==> src/rtl/alu_pipe.sv <==
// alu_pipe: registered ALU with a multi-cycle multiplier and BUSY/OUT_VALID handshake.
// Define ALU_SIGNED_EN to enable signed add/sub (MODE=1, CMD 1011/1100).
module alu_pipe #(
  parameter int WIDTH   = 8,
  parameter int MUL_LAT = 2
) (
  input  logic               CLK,
  input  logic               RST,
  input  logic               CE,
  input  logic               MODE,
  input  logic [3:0]         CMD,
  input  logic [1:0]         VALID,
  input  logic [WIDTH-1:0]   OPA,
  input  logic [WIDTH-1:0]   OPB,
  input  logic               CIN,
  output logic [2*WIDTH-1:0] RES,
  output logic               OUT_VALID,
  output logic               BUSY,
  output logic               ERR,
  output logic               OFLOW,
  output logic               COUT,
  output logic               G,
  output logic               L,
  output logic               E
);

  localparam int RW  = 2 * WIDTH;
  localparam int SHW = $clog2(WIDTH);
  localparam int CW  = $clog2(MUL_LAT + 1);

  typedef enum logic {
    IDLE,
    MUL_WAIT
  } state_t;

  state_t        state_q;
  logic [CW-1:0] cnt_q;
  logic [RW-1:0] res_q;
  logic [RW-1:0] prod_q;
  logic          pof_q;
  logic          ov_q;
  logic          busy_q;
  logic          err_q;
  logic          ofl_q;
  logic          cout_q;
  logic          g_q;
  logic          l_q;
  logic          e_q;
  logic          rej_q;

  logic             need_a;
  logic             need_b;
  logic             legal;
  logic             is_mul;
  logic             ops_ok;
  logic             use_sum;
  logic             rot_ok;
  logic [RW-1:0]    alu_res;
  logic             alu_cout;
  logic             alu_ofl;
  logic             alu_g;
  logic             alu_l;
  logic             alu_e;
  logic [WIDTH-1:0] lo;
  logic [WIDTH:0]   a_x;
  logic [WIDTH:0]   b_x;
  logic [WIDTH:0]   ci_x;
  logic [WIDTH:0]   one_x;
  logic [WIDTH:0]   sum;
  logic [WIDTH:0]   ma;
  logic [WIDTH:0]   mb;
  logic [RW+1:0]    prod;
  logic [RW-1:0]    rot;
  logic [SHW-1:0]   amt;
`ifdef ALU_SIGNED_EN
  logic [WIDTH-1:0] s_sum;
`endif

  assign a_x    = {1'b0, OPA};
  assign b_x    = {1'b0, OPB};
  assign ci_x   = {{WIDTH{1'b0}}, CIN};
  assign one_x  = {{WIDTH{1'b0}}, 1'b1};
  assign amt    = OPB[SHW-1:0];
  assign rot_ok = (OPB >> SHW) == '0;
  assign ops_ok = (!need_a || VALID[0]) && (!need_b || VALID[1]);

  // Product is formed at WIDTH+1 bits per operand; top two bits flag overflow.
  assign prod = {{(WIDTH+1){1'b0}}, ma} * {{(WIDTH+1){1'b0}}, mb};

  always_comb begin
    need_a   = 1'b0;
    need_b   = 1'b0;
    legal    = 1'b1;
    is_mul   = 1'b0;
    use_sum  = 1'b0;
    alu_res  = '0;
    alu_cout = 1'b0;
    alu_ofl  = 1'b0;
    alu_g    = 1'b0;
    alu_l    = 1'b0;
    alu_e    = 1'b0;
    lo       = '0;
    sum      = '0;
    ma       = '0;
    mb       = '0;
    rot      = '0;
`ifdef ALU_SIGNED_EN
    s_sum    = '0;
`endif
    if (MODE) begin
      case (CMD)
        4'b0000: begin need_a = 1'b1; need_b = 1'b1; use_sum = 1'b1; sum = a_x + b_x; end
        4'b0001: begin need_a = 1'b1; need_b = 1'b1; use_sum = 1'b1; sum = a_x - b_x; end
        4'b0010: begin need_a = 1'b1; need_b = 1'b1; use_sum = 1'b1; sum = a_x + b_x + ci_x; end
        4'b0011: begin need_a = 1'b1; need_b = 1'b1; use_sum = 1'b1; sum = a_x - b_x - ci_x; end
        4'b0100: begin need_a = 1'b1; use_sum = 1'b1; sum = a_x + one_x; end
        4'b0101: begin need_a = 1'b1; use_sum = 1'b1; sum = a_x - one_x; end
        4'b0110: begin need_b = 1'b1; use_sum = 1'b1; sum = b_x + one_x; end
        4'b0111: begin need_b = 1'b1; use_sum = 1'b1; sum = b_x - one_x; end
        4'b1000: begin
          need_a = 1'b1;
          need_b = 1'b1;
          alu_g  = OPA > OPB;
          alu_l  = OPA < OPB;
          alu_e  = OPA == OPB;
        end
        4'b1001: begin
          need_a = 1'b1; need_b = 1'b1; is_mul = 1'b1;
          ma = a_x + one_x;
          mb = b_x + one_x;
        end
        4'b1010: begin
          need_a = 1'b1; need_b = 1'b1; is_mul = 1'b1;
          ma = {OPA, 1'b0};
          mb = b_x;
        end
`ifdef ALU_SIGNED_EN
        4'b1011: begin
          need_a  = 1'b1;
          need_b  = 1'b1;
          s_sum   = OPA + OPB;
          alu_ofl = (OPA[WIDTH-1] == OPB[WIDTH-1]) &&
                    (s_sum[WIDTH-1] != OPA[WIDTH-1]);
          alu_res = {{WIDTH{s_sum[WIDTH-1]}}, s_sum};
        end
        4'b1100: begin
          need_a  = 1'b1;
          need_b  = 1'b1;
          s_sum   = OPA - OPB;
          alu_ofl = (OPA[WIDTH-1] != OPB[WIDTH-1]) &&
                    (s_sum[WIDTH-1] != OPA[WIDTH-1]);
          alu_res = {{WIDTH{s_sum[WIDTH-1]}}, s_sum};
        end
`endif
        default: legal = 1'b0;
      endcase
      if (use_sum) begin
        alu_res  = {{WIDTH{1'b0}}, sum[WIDTH-1:0]};
        alu_cout = sum[WIDTH];
      end
    end else begin
      case (CMD)
        4'b0000: begin need_a = 1'b1; need_b = 1'b1; lo = OPA & OPB; end
        4'b0001: begin need_a = 1'b1; need_b = 1'b1; lo = ~(OPA & OPB); end
        4'b0010: begin need_a = 1'b1; need_b = 1'b1; lo = OPA | OPB; end
        4'b0011: begin need_a = 1'b1; need_b = 1'b1; lo = ~(OPA | OPB); end
        4'b0100: begin need_a = 1'b1; need_b = 1'b1; lo = OPA ^ OPB; end
        4'b0101: begin need_a = 1'b1; need_b = 1'b1; lo = ~(OPA ^ OPB); end
        4'b0110: begin need_a = 1'b1; lo = ~OPA; end
        4'b0111: begin need_b = 1'b1; lo = ~OPB; end
        4'b1000: begin need_a = 1'b1; lo = OPA >> 1; end
        4'b1001: begin need_a = 1'b1; lo = OPA << 1; end
        4'b1010: begin need_b = 1'b1; lo = OPB >> 1; end
        4'b1011: begin need_b = 1'b1; lo = OPB << 1; end
        4'b1100: begin
          need_a = 1'b1; need_b = 1'b1; legal = rot_ok;
          rot = {OPA, OPA} << amt;
          lo  = rot[RW-1:WIDTH];
        end
        4'b1101: begin
          need_a = 1'b1; need_b = 1'b1; legal = rot_ok;
          rot = {OPA, OPA} >> amt;
          lo  = rot[WIDTH-1:0];
        end
        default: legal = 1'b0;
      endcase
      alu_res = {{WIDTH{1'b0}}, lo};
    end
  end

  always_ff @(posedge CLK or posedge RST) begin
    if (RST) begin
      state_q <= IDLE;
      cnt_q   <= '0;
      res_q   <= '0;
      prod_q  <= '0;
      pof_q   <= 1'b0;
      ov_q    <= 1'b0;
      busy_q  <= 1'b0;
      err_q   <= 1'b0;
      ofl_q   <= 1'b0;
      cout_q  <= 1'b0;
      g_q     <= 1'b0;
      l_q     <= 1'b0;
      e_q     <= 1'b0;
      rej_q   <= 1'b0;
    end else begin
      ov_q <= 1'b0;
      unique case (state_q)
        IDLE: begin
          if (rej_q) begin
            // Report the op dropped on the completion edge; a new issue now is dropped too.
            rej_q <= CE;
            err_q <= 1'b1;
            ov_q  <= 1'b1;
          end else if (CE) begin
            if (!legal || !ops_ok) begin
              res_q  <= '0;
              err_q  <= 1'b1;
              ofl_q  <= 1'b0;
              cout_q <= 1'b0;
              g_q    <= 1'b0;
              l_q    <= 1'b0;
              e_q    <= 1'b0;
              ov_q   <= 1'b1;
            end else if (is_mul) begin
              state_q <= MUL_WAIT;
              cnt_q   <= CW'(MUL_LAT - 1);
              prod_q  <= prod[RW-1:0];
              pof_q   <= |prod[RW+1:RW];
              busy_q  <= 1'b1;
            end else begin
              res_q  <= alu_res;
              err_q  <= 1'b0;
              ofl_q  <= alu_ofl;
              cout_q <= alu_cout;
              g_q    <= alu_g;
              l_q    <= alu_l;
              e_q    <= alu_e;
              ov_q   <= 1'b1;
            end
          end
        end
        MUL_WAIT: begin
          if (cnt_q == CW'(1)) begin
            state_q <= IDLE;
            cnt_q   <= '0;
            res_q   <= prod_q;
            ofl_q   <= pof_q;
            err_q   <= 1'b0;
            cout_q  <= 1'b0;
            g_q     <= 1'b0;
            l_q     <= 1'b0;
            e_q     <= 1'b0;
            ov_q    <= 1'b1;
            busy_q  <= 1'b0;
            rej_q   <= CE;
          end else begin
            cnt_q <= cnt_q - 1'b1;
            if (CE) begin
              err_q <= 1'b1;
              ov_q  <= 1'b1;
            end
          end
        end
      endcase
    end
  end

  assign RES       = res_q;
  assign OUT_VALID = ov_q;
  assign BUSY      = busy_q;
  assign ERR       = err_q;
  assign OFLOW     = ofl_q;
  assign COUT      = cout_q;
  assign G         = g_q;
  assign L         = l_q;
  assign E         = e_q;

endmodule
==> config.mk <==
export PLATFORM = sky130hd
export DESIGN_NAME = alu_pipe
export DESIGN_NICKNAME = d
export VERILOG_FILES = /design/src/rtl/alu_pipe.sv
export SDC_FILE = /design/constraint.sdc
export NUM_CORES = 1
export LEC_CHECK = 0
export CELL_PAD_IN_SITES_DETAIL_PLACEMENT = 0
export CELL_PAD_IN_SITES_GLOBAL_PLACEMENT = 1
export CORE_MARGIN = 2
export CORE_UTILIZATION = 46
export CTS_CLUSTER_DIAMETER = 80
export DETAILED_ROUTE_END_ITERATION = 10
export HOLD_SLACK_MARGIN = 0.03
export PLACE_DENSITY_LB_ADDON = 0.1
export SLEW_MARGIN = 20
export SYNTH_ARGS = -nofsm -noshare
export SYNTH_HDL_FRONTEND = slang
export SYNTH_SLANG_ARGS = --single-unit
export TNS_END_PERCENT = 50
==> constraint.sdc <==
create_clock -name CLK -period 2.1 [get_ports CLK]
set_clock_uncertainty 0.05 [all_clocks]
set_input_delay 0.315 -clock CLK [delete_from_list [all_inputs] [get_ports CLK]]
set_output_delay 0.315 -clock CLK [all_outputs]
set_load 0.03 [all_outputs]
==> summary.txt, run 1 <==
Setup path
  – Arrival time at the worst endpoint: 5340 ps
  – WP data required: between 2000 and 2500 ps
  – Worst Path Buf+Inv: 4
  – Cell family with the largest share of critical-path delay: adder cells
  – Worst Path Class, Setup: in2reg
  – Critical path, cell by cell: buf_8 -> nand2b_4 -> nor2_4 -> nand2_2 -> or4_4 -> a21oi_4 -> a31oi_4 -> or2_4 -> fa_1 -> inv_2 -> fa_1 -> fa_1 -> inv_2 -> fa_2 -> inv_2 -> ha_4 -> nand3_2 -> o211ai_1 -> o21bai_4 -> o21a_1 -> o21ai_1 -> a21oi_1 -> xnor2_1 -> a31oi_1
  – Reg2reg setup slack: around 310 ps
  – R2r endpoint: COUT$_DFFE_PP0P_
  – Critical path peak fanout: 4
  – Type of origin of the critical path: input pin
  – Critical path capture point type: flip-flop
  – Worst r2r path cells: 4
  – R2R Path Start: rej_q$_DFFE_PP0P_
  – Slowest stage delay, CP: approximately 520 ps
  – Slowest CP cell: fa_1
  – CP Launch Point: CMD[2]

Min path
  – Worst hold-check path type: reg2reg
  – WHS Path Cells: 2
  – Worst Hold Path EP: RES[10]$_DFFE_PP0P_
  – Hold_sp: RES[10]$_DFFE_PP0P_

Power and ir drop
  – NetSw: between 1.5 and 2 mW
  – Clk pwr share: 0.203
  – Switching Share: 0.391
  – Flop pwr share: 0.224
  – Cell Int Power: 2.66 mW
  – Max IR drop VDD: 0.560 mV
  – Comb pwr share: 0.573
  – Pwr Density: roughly 330 nW/µm²
  – Leak: 6.09 nW

Layout
  – Register area: 1130 µm²
  – Antenna diode count: 0
  – Final Core Density: 0.750
  – Fillers: 1339
  – Multi-input gate area: 7830 µm²
  – Nets: about 1600
  – Synth-to-Final Area Change: 60.6%
  – Share of layout cells above drive strength 1: 0.438
  – Post-route cell area: between 10000 and 15000 µm²

STA
  – Setup_tns: -45260 ps
  – Fin crit period: about 5200 ps
  – Part of the cycle the worst path needs: 2.49
  – Slew HR: 0.559
  – RSZ-0062 raised after global routing: true
  – Final Hold Fails: 0
  – Final worst setup slack: -3130 ps
  – Setup violations, final: 40
  – Hold_ws: 414 ps
  – Final Slew Violations: 0
  – Max Clock Freq: roughly 190 MHz
  – Worst-margin pin slew: 655 ps

Die
  – Core Area: between 15000 and 20000 µm²
  – Die X: 139 µm
  – I/O pin count: 51
  – Initial core utilization: 0.467
  – Die height: approximately 140 µm
  – # rows: 49
  – Die area: between 15000 and 20000 µm²

Route
  – Drt wl/cell: 21.2 µm
  – Via density: about 5.8
  – DR iter-0 viols: about 740
  – Vias: ~10000
  – DRC viols: 0
  – Drt pass-1 iters: 5
  – Antenna Nets Post-Route: 0
  – Total Wirelength: 35900 µm

Clock tree
  – Buffers from clock root to sink, at most: 2
  – Root Driver: clkbuf_16
  – H-tree lvl count: 2
  – Post-CTS Hold Buffers: 0
  – TritonCTS clock tree: done
  – # clock sinks: 45
  – Skew-Pair Late Insertion Delay: 280 ps
  – Total CTS buffers: 5
  – CTS clk-pin slew, worst paths: 60 ps

Synthesis
  – Post-synthesis sequential area ratio: 0.135
  – Post-Syn Instances: 1099
  – Most used DFF post-synth: dfrtp_1
  – Yosys reg bits: 45
  – Post-Syn Nets: approximately 1200
  – Cell variety after synth: 73
  – Mapped Avg Cell Area: between 7 and 8 µm²
  – Post-synth EDFFs: 0
  – Cell Area, Synth: roughly 8400 µm²
  – Warnings, synthesis: 0
  – Synth async-reset ratio: 1.00

Global route
  – Initial antenna violation count: 1
  – Pin count of the biggest net entering global routing: 46
  – Wire length of the first global-routing pass: 55600 µm
  – Gr ovfl total: 0
  – Number of global-route vias before repair: between 9000 and 10000
  – Gr usage total: 0.367

Place
  – IO buf count: 50
  – HPWL after detailed placement: 27000 µm
  – Gpl congestion: 1.03
  – Placed Area: 11600 µm²

Run status
  – Violated checks: setup timing
  – Outcome: finished, violations left

Flow run
  – Max_cap viols: 0
[through the flow]
| stage | cells | worst slack [ps] | total power [mW] |
|---|---|---|---|
| 2_1_floorplan | 1099 | -3190 | 2.19 |
| 3_3_place_gp | 1611 | -3760 | 3.07 |
| 3_5_place_dp | 1611 | -3930 | 3.09 |
| 4_1_cts | 1668 | -3180 | 4.23 |
| 5_1_grt | 1688 | -3360 | 4.58 |
| 6_report | 1688 | -3130 | 4.38 |
[worst max-delay path by stage]
stage	endpoint	slack [ps]	depth (start not counted)
finish	pof_q$_DFFE_PP0P_	-3130	24
global placement	pof_q$_DFFE_PP0P_	-3760	25
CTS	prod_q[15]$_DFFE_PP0P_	-3180	24
global route	pof_q$_DFFE_PP0P_	-3360	25
floorplan	pof_q$_DFFE_PP0P_	-3190	24
detailed placement	prod_q[15]$_DFFE_PP0P_	-3930	25
[cell type report]
type / instances / area share
multi-input cells: 883 / 0.583
well taps: 229 / 0.0213
inverters: 106 / 0.0315
flip-flops and latches: 45 / 0.0839
repair buffers: 417 / 0.267
clock inverters: 2 / 0.00289
clock buffers: 6 / 0.00960
[repair_timing]
action | in CTS | in global routing
setup endpoints to repair | 44 | 43
buffers inserted | 48 | 22
cloned | 2 | 0
gates resized for setup | 241 | 78
pin swaps | 107 | 60
[cells by family (layout without fill, tap and decap cells)]
| logic type | Yosys count | in the layout | synth area share |
|---|---|---|---|
| compound gates | 248 | 248 | 0.200 |
| flops | 45 | 45 | 0.135 |
| buf+inv | 171 | 531 | 0.0806 |
| fa+ha+maj | 122 | 122 | 0.229 |
| mux | 34 | 34 | 0.0524 |
| simple gates | 414 | 414 | 0.235 |
| xor+xnor | 65 | 65 | 0.0681 |
[per-layer routing]
metal	routed length, µm	GRT usage	vias to the layer above
li1	-	-	4545
met1	15700	0.509	4814
met2	15900	0.566	398
met3	2950	0.0874	87
met4	1260	0.123	2
met5	13	0	-
[synth_stat cells, types with 24 or more instances]
cell | count | area [µm²]
inv_1 | 104 | 390
ha_1 | 70 | 876
fa_1 | 52 | 1040
clkbuf_1 | 37 | 139
o21ai_0 | 56 | 280
nor2_1 | 131 | 492
xnor2_1 | 44 | 385
nand3_1 | 36 | 180
nand2_1 | 125 | 469
dfrtp_1 | 45 | 1130
a21oi_1 | 48 | 240
nor3_1 | 24 | 120
[worst reg2reg max path, stage by stage (launching register included)]
cell and delay, ps:
dfrtp_1 450, o41a_1 540, buf_4 220, a2111oi_2 300, a21oi_1 110
[placed cells by master, fill, tap and decap left out, types with 8 or more instances in the layout]
cell type	count
nand3_1	30
inv_2	19
o22ai_1	15
mux2i_1	18
buf_2	8
fa_1	45
inv_1	80
nand2_2	10
dfrtp_1	45
a22oi_1	8
or2_2	8
nor3_1	21
xnor2_1	32
nor2_1	114
xor2_2	8
buf_12	9
clkdlybuf4s50_1	29
o21ai_1	23
a21oi_2	11
a31oi_1	11
buf_6	48
a21oi_1	34
nand2b_1	12
buf_4	310
ha_4	21
a211oi_1	10
xnor2_2	11
xor2_1	13
ha_1	43
nor2_2	12
o21ai_0	29
nand2_1	113
[power by group through the flow]
stage | Combinational, mW | Sequential, mW | Clock [mW]
3_5_place_dp | 2.10 | 0.993 | 0
6_report | 2.51 | 0.980 | 0.887
4_1_cts | 2.36 | 0.979 | 0.894
5_1_grt | 2.66 | 0.990 | 0.933
3_3_place_gp | 2.08 | 0.990 | 0
2_1_floorplan | 1.12 | 1.07 | 0
Power figures use the tool's default switching activity.
==> run 2: changes to the inputs <==
ABC_CLOCK_PERIOD_IN_PS = 2100   (was default)
GPL_TIMING_DRIVEN = 0   (was default)
TNS_END_PERCENT = default   (was 50)
==> summary.txt, run 2 (same netlist as run 1, synthesis figures left out) <==
Place
  – IO buf count: 48 (-4.0%)
  – Post-Place Setup Slack: -4970 ps (-1040 ps)
  – DP Cell Count: 1377 (-15%)
  – HPWL after detailed placement: 26000 µm (-3.8%)
  – Gpl congestion: 1.03 (+0.45%)

Global route
  – Gr ovfl total: 0 (unchanged)
  – Initial antenna violation count: 0 (-1)
  – Number of global-route vias before repair: 9278 (-5.3%)
  – Gr usage total: 0.367 (about the same)
  – Pin count of the biggest net entering global routing: 27 (-41%)
  – Wire length of the first global-routing pass: 55300 µm (-0.51%)

Route
  – DRC viols: 0 (unchanged)
  – Total Wirelength: 37400 µm (+4.2%)
  – Vias: 9731 (-1.2%)
  – DR iter-0 viols: 942 (+28%)
  – Drt pass-1 iters: 5 (unchanged)
  – Drt wl/cell: 23.9 µm (+13%)
  – Antenna Nets Post-Route: 0 (unchanged)
  – Via density: 6.23 (+6.7%)

Power and ir drop
  – Pwr Density: 322 nW/µm² (-1.2%)
  – Max IR drop VDD: 0.678 mV (+21%)
  – Leak: 5.59 nW (-8.3%)
  – Total Power Consumption: 4.24 mW (-3.0%)

Clock tree
  – CTS clk-pin slew, worst paths: 70 ps (about the same)
  – Skew-Pair Late Insertion Delay: 280 ps (about the same)
  – # clock sinks: 45 (unchanged)
  – Buffers from clock root to sink, at most: 2 (unchanged)
  – TritonCTS clock tree: done
  – Root Driver: clkbuf_16
  – Total CTS buffers: 5 (unchanged)
  – H-tree lvl count: 2 (unchanged)
  – Post-CTS Hold Buffers: 0 (unchanged)

STA
  – Worst-margin pin slew: 820 ps (+165 ps)
  – Max Clock Freq: 184 MHz (-3.6%)
  – Final worst setup slack: -3320 ps (-194 ps)
  – Fin crit period: 5420 ps (+194 ps)
  – Part of the cycle the worst path needs: 2.58 (+0.0926)
  – Slew HR: 0.450 (-0.108)
  – Final Slew Violations: 0 (unchanged)
  – RSZ-0062 raised after global routing: true
  – Setup violations, final: 27 (-33%)
  – Final Hold Fails: 0 (unchanged)

Layout
  – Synth-to-Final Area Change: 57.7%
  – Cell Count, Final, Fillers Out: 1563 (-7.4%)
  – Commonest non-fill, non-tap cell in the layout: buf_4
  – Share of layout cells above drive strength 1: 0.430 (-0.00769)
  – Most frequent cells in the layout: buf_4, nor2_1, nand2_1, inv_1, dfrtp_1
  – Nets: 1482 (-7.8%)
  – Antenna diode count: 0 (unchanged)
  – Final Core Density: 0.736 (-0.0138)

Setup path
  – Cell family with the largest share of critical-path delay: adder cells
  – Type of origin of the critical path: input pin
  – Critical path capture point type: flip-flop
  – Slowest CP cell: fa_1
  – WP data required: 2210 ps (about the same)
  – Slowest stage delay, CP: 530 ps (about the same)
  – Most frequent CP cell: fa_1
  – Worst Path Class, Setup: in2reg
  – Worst Path Buf+Inv: 7 (+3)
  – Arrival time at the worst endpoint: 5530 ps (+190 ps)
  – Critical path peak fanout: 5 (+1)

Run status
  – Violated checks: setup timing
  – Outcome: finished, violations left

Die
  – I/O pin count: 51 (unchanged)
  – # rows: 49 (unchanged)
  – Die height: 139 µm (unchanged)
  – Die X: 139 µm (unchanged)
  – Die area: 19300 µm² (unchanged)
  – Initial core utilization: 0.467 (unchanged)
  – Core Area: 17900 µm² (unchanged)

Min path
  – Worst hold-check path type: in2async

Flow run
  – Max_cap viols: 0 (unchanged)
## run 2: cell types whose count changed in the layout (fill, tap and decap cells not counted), moves of 10 or more
cell,previous run,this run
buf_4,310,143
inv_1,80,66
buf_8,4,16
inv_2,19,30
clkbuf_1,1,11
ha_4,21,31
## run 2: final timing paths
path	from	end	cells past startpoint	slack (ps)
max in group asynchronous	RST	prod_q[3]$_DFFE_PP0P_	3	1220
hold reg to reg	RES[15]$_DFFE_PP0P_	RES[15]$_DFFE_PP0P_	2	410
setup reg to reg	state_q$_DFF_PP0_	RES[6]$_DFFE_PP0P_	7	160
hold / removal	RST	cnt_q[1]$_DFFE_PP0P_	2	310
setup / recovery	CMD[2]	pof_q$_DFFE_PP0P_	26	-3320
min in group CLK	RES[15]$_DFFE_PP0P_	RES[15]$_DFFE_PP0P_	2	410
## run 2: final cells by class
cell class              count  area (µm²)
flip-flops and latches     45        1130
plain buffers              62         682
repair buffers            229        2100
multi-input cells         884        8360
fillers                  1314        4730
well taps                 229         287
clock buffers               5         125
clock inverters             3        21.3
inverters                 106         482
## run 2: power breakdown
group | internal, mW | switching, mW | total [mW]
clock network | 0.442 | 0.326 | 0.769
registers | 0.936 | 0.0427 | 0.978
logic | 1.08 | 1.42 | 2.50
total | 2.46 | 1.79 | 4.24
## run 2: metrics by stage
step,cell area [µm²],hold slack [ps],TNS [ps]
finish,13200,307,-43790
global route,13200,344,-46840
CTS,12100,323,-42420
detailed placement,9930,406,-91930
global placement,9910,400,-99380
floorplan,9140,389,-38090
## run 2: worst register-to-register path, delay by kind of cell, from the launching register on
family / cells / cell delay (ps)
AOI/OAI and AO/OA: 3 / 700
and+or+nand+nor: 2 / 330
DFF: 1 / 320
buffers and inverters: 2 / 480
## run 2: routing by layer
layer,track usage,routed length (µm)
met1,0.523,15800
met4,0.131,1570
met3,0.0860,3690
met2,0.547,16300
met5,0,0
## run 2: timing repair
action / in CTS / in global routing
endpoints found under the setup margin: 44 / 44
pin swaps: 113 / 95
cloned: 2 / 0
gates resized for setup: 359 / 146
buffers inserted: 114 / 74
==> run 3: changes to the inputs <==
ABC_CLOCK_PERIOD_IN_PS = 4800   (was 2100)
CORE_UTILIZATION = 25   (was 46)
clock period = 4.8 ns   (was 2.1 ns; I/O delays follow)
==> summary.txt, run 3 (same netlist as run 1, synthesis figures left out) <==
Run status
  – Outcome: finished, violations left
  – Violated checks: setup timing

Power and ir drop
  – Total Power Consumption: 1.61 mW (-62%)
  – Cell Int Power: 0.926 mW (-62%)
  – Switching Share: 0.427 (+0.00579)
  – Comb pwr share: 0.517 (-0.071)
  – Flop pwr share: 0.264 (+0.033)
  – NetSw: 0.689 mW (-61%)
  – Leak: 4.84 nW (-13%)
  – Clk pwr share: 0.219 (+0.038)
  – Max IR drop VDD: 0.142 mV (-79%)
  – Pwr Density: 144 nW/µm² (-55%)

Die
  – Die X: 187 µm (+35%)
  – Core Area: 32700 µm² (+83%)
  – Die area: 34900 µm² (+81%)
  – I/O pin count: 51 (unchanged)
  – # rows: 66 (+35%)
  – Initial core utilization: 0.256 (-0.211)
  – Die height: 187 µm (+35%)

Global route
  – Pin count of the biggest net entering global routing: 24 (-11%)
  – Gr ovfl total: 0 (unchanged)
  – Number of global-route vias before repair: 8879 (-4.3%)
  – Gr usage total: 0.216 (-0.151)
  – Wire length of the first global-routing pass: 57100 µm (+3.1%)
  – Initial antenna violation count: 0 (unchanged)

Route
  – DR iter-0 viols: 605 (-36%)
  – Antenna Nets Post-Route: 0 (unchanged)
  – DRC viols: 0 (unchanged)
  – Drt wl/cell: 22.3 µm (-6.9%)
  – Total Wirelength: 37600 µm (+0.69%)
  – Drt pass-1 iters: 5 (unchanged)
  – Via density: 5.14 (-17%)
  – Vias: 8700 (-11%)

Place
  – Post-Place Setup Slack: -3010 ps (+1960 ps)
  – DP Cell Count: 1590 (+15%)
  – Gpl congestion: 0.966 (-6.5%)
  – Placed Area: 9630 µm² (-3.0%)
  – HPWL after detailed placement: 29800 µm (+15%)
  – IO buf count: 48 (unchanged)

Setup path
  – WP data required: 4910 ps (+2700 ps)
  – Type of origin of the critical path: input pin
  – Critical path capture point type: flip-flop
  – Worst r2r path cells: 6 (-1)
  – CP Launch Point: CMD[2]
  – Worst Path Class, Setup: in2reg
  – Arrival time at the worst endpoint: 5970 ps (+440 ps)
  – R2R Path Start: state_q$_DFF_PP0_
  – Critical path peak fanout: 4 (-1)

Clock tree
  – CTS clk-pin slew, worst paths: 70 ps (about the same)
  – Total CTS buffers: 5 (unchanged)
  – Skew-Pair Late Insertion Delay: 290 ps (about the same)
  – TritonCTS clock tree: done
  – H-tree lvl count: 2 (unchanged)
  – Buffers from clock root to sink, at most: 2 (unchanged)
  – Post-CTS Hold Buffers: 0 (unchanged)
  – # clock sinks: 45 (unchanged)
  – Root Driver: clkbuf_16

Layout
  – Most frequent cells in the layout: nand2_1, nor2_1, inv_1, buf_4, ha_1
  – Final Core Density: 0.344 (-0.392)
  – Post-route cell area: 11200 µm² (-15%)
  – Commonest non-fill, non-tap cell in the layout: nand2_1
  – Fillers: 3573 (+170%)
  – Cell Count, Final, Fillers Out: 1691 (+8.2%)
  – Share of layout cells above drive strength 1: 0.252 (-0.178)
  – Synth-to-Final Area Change: 34.5%
  – Nets: 1396 (-5.8%)

STA
  – Slew HR: 0.278 (-0.172)
  – Setup violations, final: 10 (-63%)
  – Final Hold Fails: 0 (unchanged)
  – Setup_tns: -6730 ps (+37060 ps)
  – Worst-margin pin slew: 1070 ps (+255 ps)
  – RSZ-0062 raised after global routing: true
  – Hold_ws: 418 ps (+111 ps)
  – Fin crit period: approximately 5900 ps
  – Final worst setup slack: -1060 ps (+2260 ps)
  – Max Clock Freq: approximately 170 MHz
  – Final Slew Violations: 0 (unchanged)
  – Part of the cycle the worst path needs: 1.22

Min path
  – Hold_sp: RES[10]$_DFFE_PP0P_
  – WHS Path Cells: 2
  – Worst hold-check path type: reg2reg

Flow run
  – Max_cap viols: 0 (unchanged)
## run 3: cell types whose count changed in the layout (fill, tap and decap cells not counted), moves of 11 or more
| cell | delta |
|---|---|
| inv_2 | -17 |
| ha_4 | -24 |
| buf_12 | -11 |
| a21oi_2 | -11 |
| nand2_1 | +11 |
| inv_1 | +22 |
| buf_6 | -24 |
| ha_1 | +25 |
| buf_4 | -57 |
| buf_8 | -13 |
## run 3: critical path, stage by stage
cell and delay (ps):
buf_12 110, nand2b_4 150, nor2_4 130, nand2_4 70
or4_4 500, a21oi_4 190, a31oi_4 70, buf_6 150
nand2b_4 130, fa_1 490, inv_2 40, fa_1 510
inv_2 40, fa_1 470, fa_1 510, inv_2 40
ha_4 280, nand3_2 60, o211ai_1 150, buf_4 150
o21bai_4 90, o21a_4 220, o21ai_2 170, a21oi_2 90
xnor2_2 300, a31oi_1 120
## run 3: power by group through the flow
stage | combinational [mW] | sequential (mW) | clock [mW]
5_1_grt | 0.899 | 0.432 | 0.376
4_1_cts | 0.823 | 0.427 | 0.363
3_3_place_gp | 0.753 | 0.434 | 0
2_1_floorplan | 0.440 | 0.467 | 0
3_5_place_dp | 0.748 | 0.434 | 0
6_report | 0.834 | 0.427 | 0.354
## run 3: per-layer routing
layer / global-route usage / part of all wire / vias to the layer above
li1: - / - / 4122
met1: 0.306 / 0.48 / 4279
met2: 0.341 / 0.44 / 236
met3: 0.0291 / 0.051 / 63
met4: 0.0641 / 0.030 / 0
met5: 0 / 0 / -
## run 3: worst paths after layout
check                      slack (ps)               endpoint
hold / removal                    420    RES[10]$_DFFE_PP0P_
setup reg to reg                 2850  prod_q[0]$_DFFE_PP0P_
min in group asynchronous         730    RES[11]$_DFFE_PP0P_
max in group asynchronous        3450     RES[4]$_DFFE_PP0P_
setup / recovery                -1060      pof_q$_DFFE_PP0P_
hold reg to reg                   420    RES[10]$_DFFE_PP0P_
## run 3: repair_timing
action,4_1_cts,5_1_grt
pin swaps,91,30
resized for setup,261,14
setup endpoints to repair,18,10
endpoints found under the hold margin,0,0
setup buffers,87,9
## run 3: cell type report
class                   count  area [µm²]  area share
multi-input cells         883        7270       0.647
repair buffers            141        1220       0.109
flip-flops and latches     45        1130       0.100
well taps                 442         553      0.0492
plain buffers              65         497      0.0442
inverters                 106         412      0.0366
clock buffers               6         139      0.0124
clock inverters             2        13.8     0.00122
diodes                      1        2.50    0.000223
